<file path="src/rtl/fwd_hazard_unit.sv">
// Forwarding and load-use hazard unit: ALU operand forward selects, a multi-cycle
// stall/bubble FSM for load-use hazards, and a saturating stall-cycle counter.
module fwd_hazard_unit #(
   parameter int ADDR_W    = 2,
   parameter int LOAD_LAT  = 1,
   parameter int ZERO_REG  = 0,
   parameter int RF_BYPASS = 1,
   parameter int CNT_W     = 16
) (
   input  logic              clk,
   input  logic              rst,
   input  logic [ADDR_W-1:0] rs_ex,
   input  logic [ADDR_W-1:0] rt_ex,
   input  logic [ADDR_W-1:0] rd_ex,
   input  logic              memread_ex,
   input  logic [ADDR_W-1:0] rs_id,
   input  logic [ADDR_W-1:0] rt_id,
   input  logic              rs_used_id,
   input  logic              rt_used_id,
   input  logic [ADDR_W-1:0] rd_mem,
   input  logic              regwrite_mem,
   input  logic [ADDR_W-1:0] rd_wb,
   input  logic              regwrite_wb,
   output logic [1:0]        forward_a,
   output logic [1:0]        forward_b,
   output logic              stall_if,
   output logic              stall_id,
   output logic              flush_ex,
   output logic [CNT_W-1:0]  stall_count
);

   typedef enum logic {IDLE, STALL} state_t;

   localparam logic [3:0]       LAT_M1 = 4'(LOAD_LAT - 1);
   localparam logic [CNT_W-1:0] ONE    = CNT_W'(1);

   state_t            state;
   logic [3:0]        cnt;
   logic [ADDR_W-1:0] hist_rd;
   logic              hist_v;
   logic              hz;
   logic              stall_raw;
   logic [1:0]        sel_a;
   logic [1:0]        sel_b;

   // Address 0 never matches when it is the hardwired zero register
   function automatic logic match(input logic [ADDR_W-1:0] x, input logic [ADDR_W-1:0] y);
      return (x == y) && !((ZERO_REG != 0) && (y == '0));
   endfunction

   // Youngest producer wins: MEM, then WB, then the post-WB history entry
   function automatic logic [1:0] fwd_sel(
      input logic [ADDR_W-1:0] src,
      input logic [ADDR_W-1:0] mem_rd,
      input logic              mem_we,
      input logic [ADDR_W-1:0] wb_rd,
      input logic              wb_we,
      input logic [ADDR_W-1:0] h_rd,
      input logic              h_v
   );
      if (mem_we && match(mem_rd, src))
         return 2'b10;
      else if (wb_we && match(wb_rd, src))
         return 2'b01;
      else if ((RF_BYPASS != 0) && h_v && match(h_rd, src))
         return 2'b11;
      else
         return 2'b00;
   endfunction

   generate
      if (RF_BYPASS != 0) begin : g_hist
         always_ff @(posedge clk or posedge rst) begin
            if (rst) begin
               hist_rd <= '0;
               hist_v  <= 1'b0;
            end else begin
               hist_rd <= rd_wb;
               hist_v  <= regwrite_wb;
            end
         end
      end else begin : g_no_hist
         assign hist_rd = '0;
         assign hist_v  = 1'b0;
      end
   endgenerate

   always_comb begin
      sel_a = fwd_sel(rs_ex, rd_mem, regwrite_mem, rd_wb, regwrite_wb, hist_rd, hist_v);
      sel_b = fwd_sel(rt_ex, rd_mem, regwrite_mem, rd_wb, regwrite_wb, hist_rd, hist_v);
      hz    = memread_ex && ((rs_used_id && match(rd_ex, rs_id)) ||
                             (rt_used_id && match(rd_ex, rt_id)));
   end

   // The first stall cycle comes straight from hz; STALL covers the remaining LOAD_LAT-1
   assign stall_raw = (state == STALL) || hz;

   always_ff @(posedge clk or posedge rst) begin
      if (rst) begin
         state <= IDLE;
         cnt   <= '0;
      end else begin
         case (state)
            IDLE: begin
               if (hz && (LOAD_LAT > 1)) begin
                  state <= STALL;
                  cnt   <= LAT_M1;
               end
            end
            STALL: begin
               cnt <= cnt - 4'd1;
               if (cnt == 4'd1)
                  state <= IDLE;
            end
            default: begin
               state <= IDLE;
               cnt   <= '0;
            end
         endcase
      end
   end

   always_ff @(posedge clk or posedge rst) begin
      if (rst)
         stall_count <= '0;
      else if (stall_raw && (stall_count != '1))
         stall_count <= stall_count + ONE;
   end

   assign forward_a = rst ? 2'b00 : sel_a;
   assign forward_b = rst ? 2'b00 : sel_b;
   assign stall_if  = !rst && stall_raw;
   assign stall_id  = !rst && stall_raw;
   assign flush_ex  = !rst && stall_raw;

endmodule

</file>
<file path="config.mk">
export PLATFORM = sky130hd
export DESIGN_NAME = fwd_hazard_unit
export DESIGN_NICKNAME = d
export VERILOG_FILES = /design/src/rtl/fwd_hazard_unit.sv
export SDC_FILE = /design/constraint.sdc
export NUM_CORES = 1
export LEC_CHECK = 0
export ABC_AREA = 1
export BUFFER_PORTS_ARGS = -buffer_cell sky130_fd_sc_hd__buf_2
export CORE_ASPECT_RATIO = 1.75
export CORE_MARGIN = 4
export CORE_UTILIZATION = 30
export DETAILED_ROUTE_END_ITERATION = 8
export HOLD_SLACK_MARGIN = 0.12
export PLACE_DENSITY_LB_ADDON = 0.25
export SLEW_MARGIN = 25
export SYNTH_ARGS = -nofsm -noshare
export SYNTH_HDL_FRONTEND = slang
export SYNTH_SLANG_ARGS = --single-unit
</file>
<file path="constraint.sdc">
create_clock -name clk -period 2.5 [get_ports clk]
set_input_delay 0.25 -clock clk [delete_from_list [all_inputs] [get_ports clk]]
set_output_delay 0.25 -clock clk [all_outputs]
set_load 0.01 [all_outputs]
</file>
======== After elaboration in Yosys (flattened, before gate mapping) ========
Cells that the tools add are included.
cells by class
  add/sub/neg operators ................... 2
  eq/ne operators ......................... 10
  muxes and demuxes ....................... 10
  reduce and logical (&&, ||, !) cells .... 14
operator list
  operator                                                             count
  16-bit by 1-bit adder with 16-bit output (second input constant)     1
  2-bit == test                                                        8
  2-bit two-way mux                                                    8
  16-bit != test (second input constant)                               1
  1-bit logical AND                                                    11
  4-bit by 1-bit == test with 1-bit output (second input constant)     1
  4-bit by 1-bit subtractor with 4-bit output (second input constant)  1
  1-bit logical OR                                                     2
  1-bit two-way mux                                                    2
  1-bit zero test                                                      1
word-level totals
  flip-flop bits (word level) ............. 24
  bits of input ports ..................... 21
  output and inout bits ................... 23
  logic and storage cells ................. 41

======== Logic depth before layout (Yosys ltp) ========
  depth after elaboration ................. 6
  depth in mapped cells ................... 11
  gate-level depth less buffers ........... 10

======== Worst setup path before layout ========
No wires, ideal clock.
  path kind ............................... register to register
  start point ............................. reg stall_count[0]
  end point ............................... reg stall_count[0]
  library setup time ...................... 0.117 ns
  arrival ................................. 1.404 ns
  data required time ...................... 2.383 ns
  slack ................................... 0.979 ns
  stages on the path, launching flop included .. 10
  buffers on the path ..................... 1
  period minus slack after synthesis ...... 1.521 ns
  path through ............................ dfrtp_1 -> ha_1 -> nand3_1 -> inv_1 -> nand2_1 -> nor2_4 -> inv_2 -> buf_4 -> nand3_1 -> nand2_1
between the ends
  longest elaborated chain between the ends .. 2
  elaborated cells between the ends (all ways) .. 3
  those cells by class .................... add/sub (1); eq/ne (1); reduce/logical (1)
ends and longest elaborated chain
  what                                                                              line  RTL
  start: declaration                                                                29    output logic [CNT_W-1:0] stall_count
  start signal: assignment                                                          127   stall_count <= stall_count + ONE;
  branches (longest 2 deep; another with 16-bit by 1-bit adder with 16-bit output)  n/a
Several ways; the timed one is not identified.
A chain may end at the register's enable or synchronous reset.

======== Worst setup path in the final report ========
  start point ............................. reg stall_count[0]
  end point ............................... reg stall_count[5]
The elaborated chain is that of the path after synthesis.

==> flow_summary.yaml <==
setup_path:
  cp_num_buf_inv: 2
  crit_family: "simple AND/OR/NAND/NOR gates"
  critPathRequiredTime_ns: 2.66
  cp-end-kind: "register"
  path_depth: 9
  r2r_cells: 9
  worst_path_max_delay_cell: "dfrtp_1"
  critPathMaxFanout: 14
  setup.worst_path.class: "register to register"
  crit_top_cell: "nand2_1"
  start_kind: "register"
  crit_chain: "ha_1 -> nand3_1 -> inv_1 -> nand2_1 -> nor2_4 -> inv_2 -> nand2_4 -> nand2_1 -> nand2_1"
  crit_arrival_ns: 1.87
  max_stage_delay_ns: 0.42
synthesis:
  synth_edf_count: 0
  async_flop_share_pct: 100
  syn_avg_cell_area_sq_um: 6.84
  synth_area_sq_um: 1650
  synth_seq_area_share_pct: 36.4
  yosys.cell_types.count: 25
  synth_xor_area_share_pct: 5.31
  yosys.area.top_type: "dfrtp_1"
  synth_area_leaders: "dfrtp_1 (36%), nand2_1 (18%), nand3_1 (7.6%)"
  synth-compound-area-share_pct: 6.37
  yosysMostFrequentCell: "nand2_1"
  ys.flop_type: "dfrtp_1"
  muxShareOfSynthArea_pct: 0
  synth_top_area_share_pct: 36.4
  ys.warnings.count: 0
  synth_top_family_by_area: "simple AND/OR/NAND/NOR gates"
  synthCells: 241
  synth_nets: 265
  synth_simple_gate_area_share_pct: 38.5
  netlist_top_cells_count: "nand2_1 (81), inv_1 (33), nand3_1 (25)"
  ys_seq_elements: 24
  synth_fa_ha_area_share_pct: 2.28
sta:
  hold_viol_final: 0
  worstMarginPinSlew_ns: 0.395
  grt_setup_unrepaired: "no"
  setup_viol: 0
  fin_setup_tns_ns: 0
  slew_headroom_pct: 73.6
  fin_crit_sh_pct: 68.3
  final_max_slew_viol_count: 0
  finClkSkew_ns: 0.00129
  fmax_ghz: 0.586
  min_period_ns: 1.71
worst_hold_path:
  hp-class: "primary input to async pin"
finish:
  fin_util_pct: 36.8
  antenna_cells_inserted: 0
  fin_nets: 308
  drive_above_1_share_pct: 19.1
  area_growth_pct: 18.2
clock_tree:
  clk_latency_ns: 0.26
  htreeDepth: 1
  cts_sinks: 24
  cts_buffer_depth: 2
  cts_buffers: 3
  cts_tree: "yes"
  cts_hold_buf: 0
  cts_root_buffer: "clkbuf_8"
  cts_setup_buffers: 0
  cts_resized: 0
  clkTransAtPathRegs_ns: 0.08
detailed_routing:
  num_vias: 1629
  drc: 0
  dr.first_iter.drc_count: 18
  wl_per_cell_microns: 12.0
  routed_wl_mm: 4.26
  drt-pass1-iter-count: 4
  postRouteAntennaNets: 0
  viasPerCell: 4.58
global_routing:
  grt_use_met1_pct: 14.9
  grt_max_degree: 25
  antenna_found_initial: 0
  grt_pass1_wl_mm: 7.49
  grt_overflow: 0
  top_usage_layer: "met2"
  met2_usage_pct: 25.4
  grtUsageMet3_pct: 1.59
  grt_pass1_vias: 1646
  grtUsageTotal_pct: 13.6
place:
  hpwlAfterDp_mm: 3.39
  numPortBuffers: 43
  place_congestion: 0.849
power_and_ir_drop:
  peakVddDrop_v: 0.000203
  p_leak_nw: 1.10
  power.density_nw_per_um2: 447
floorplan:
  die_y_microns: 106
  fp.dieW_microns: 64.0
  rows: 35
  initial_utilization_pct: 31.1
  die_area_sq_um: 6790
  io_pins: 44
  core_sq_um: 5300
run_status:
  outcome: "finished, final reports clean"
job:
  cap_viol_max_count: 0
## report_power, final
group | internal, W | switching [W] | leakage [nW] | total (W)
Sequential | 0.000417 | 0.0000366 | 0.324 | 0.000454
Clock | 0.000108 | 0.000121 | 0.0216 | 0.000229
Combinational | 0.0000797 | 0.000110 | 0.750 | 0.000190
## routing by layer
layer / wire [microns] / vias up / part of all wire, %
met2: 2360 / 37 / 56
li1: - / 839 / -
met4: 122 / 0 / 2.9
met3: 166 / 11 / 3.9
met5: 0 / - / 0
met1: 1600 / 742 / 38
## logic make-up (layout without fill, tap and decap cells)
family	after synthesis	count (layout)
xor+xnor	10	10
simple gates	145	145
flops	24	24
compound gates	19	19
buf+inv	40	81
fa+ha+maj	3	3
## final cells by class
cell class	instances	area [sq um]
Tap cell	74	92.6
Clock buffer	3	41.3
Inverter	34	128
Timing Repair Buffer	44	223
Fill cell	619	3350
Multi-Input combinational cell	177	865
Sequential cell	24	601
## cell usage in the layout (no fill, tap or decap), drive strengths merged
| cell type | n |
|---|---|
| nor3 | 5 |
| xnor2 | 2 |
| o221ai | 2 |
| and2 | 1 |
| or2 | 1 |
| clkbuf | 3 |
| nand3 | 25 |
| nand4 | 2 |
| nand3b | 2 |
| dfrtp | 24 |
| nor2 | 24 |
| inv | 34 |
| nand2 | 84 |
| buf | 44 |
| ha | 3 |
| xor2 | 8 |
| o21ai | 6 |
| o22ai | 2 |
| a21oi | 9 |
| nor4 | 1 |
## registers in the layout, summed over array words and instances (netlist names)
signal / count
stall_count: 16
hist_rd: 2
state: 1
hist_v: 1
cnt: 4
## worst min-delay path, delay by kind of cell
family / cells / cell delay, ns
buf+inv: 3 / 0.53
## metrics by stage
stage / setup WS [ns] / hold slack [ns] / power, W / area [sq um] / instances
CTS: 0.771 / 0.125 / 0.000892 / 1950 / 356
detailed placement: 0.788 / 0.410 / 0.000656 / 1910 / 353
global placement: 0.831 / 0.413 / 0.000654 / 1910 / 353
finish: 0.793 / 0.116 / 0.000872 / 1950 / 356
floorplan: 0.979 / 0.281 / 0.000575 / 1650 / 241
global route: 0.616 / 0.124 / 0.000938 / 1950 / 356
## worst paths after layout
kind                                       end  slack, ns           start
worst max-delay path            stall_count[5]       0.79  stall_count[0]
worst min-delay path                    cnt[3]       0.12             rst
worst max register to register  stall_count[5]       0.79  stall_count[0]
worst min register to register          cnt[3]       0.49          cnt[3]
max in group asynchronous               cnt[0]       2.15             rst
min in group clk                    hist_rd[0]       0.13        rd_wb[0]
No activity file was read; power rests on OpenSTA's default activity.
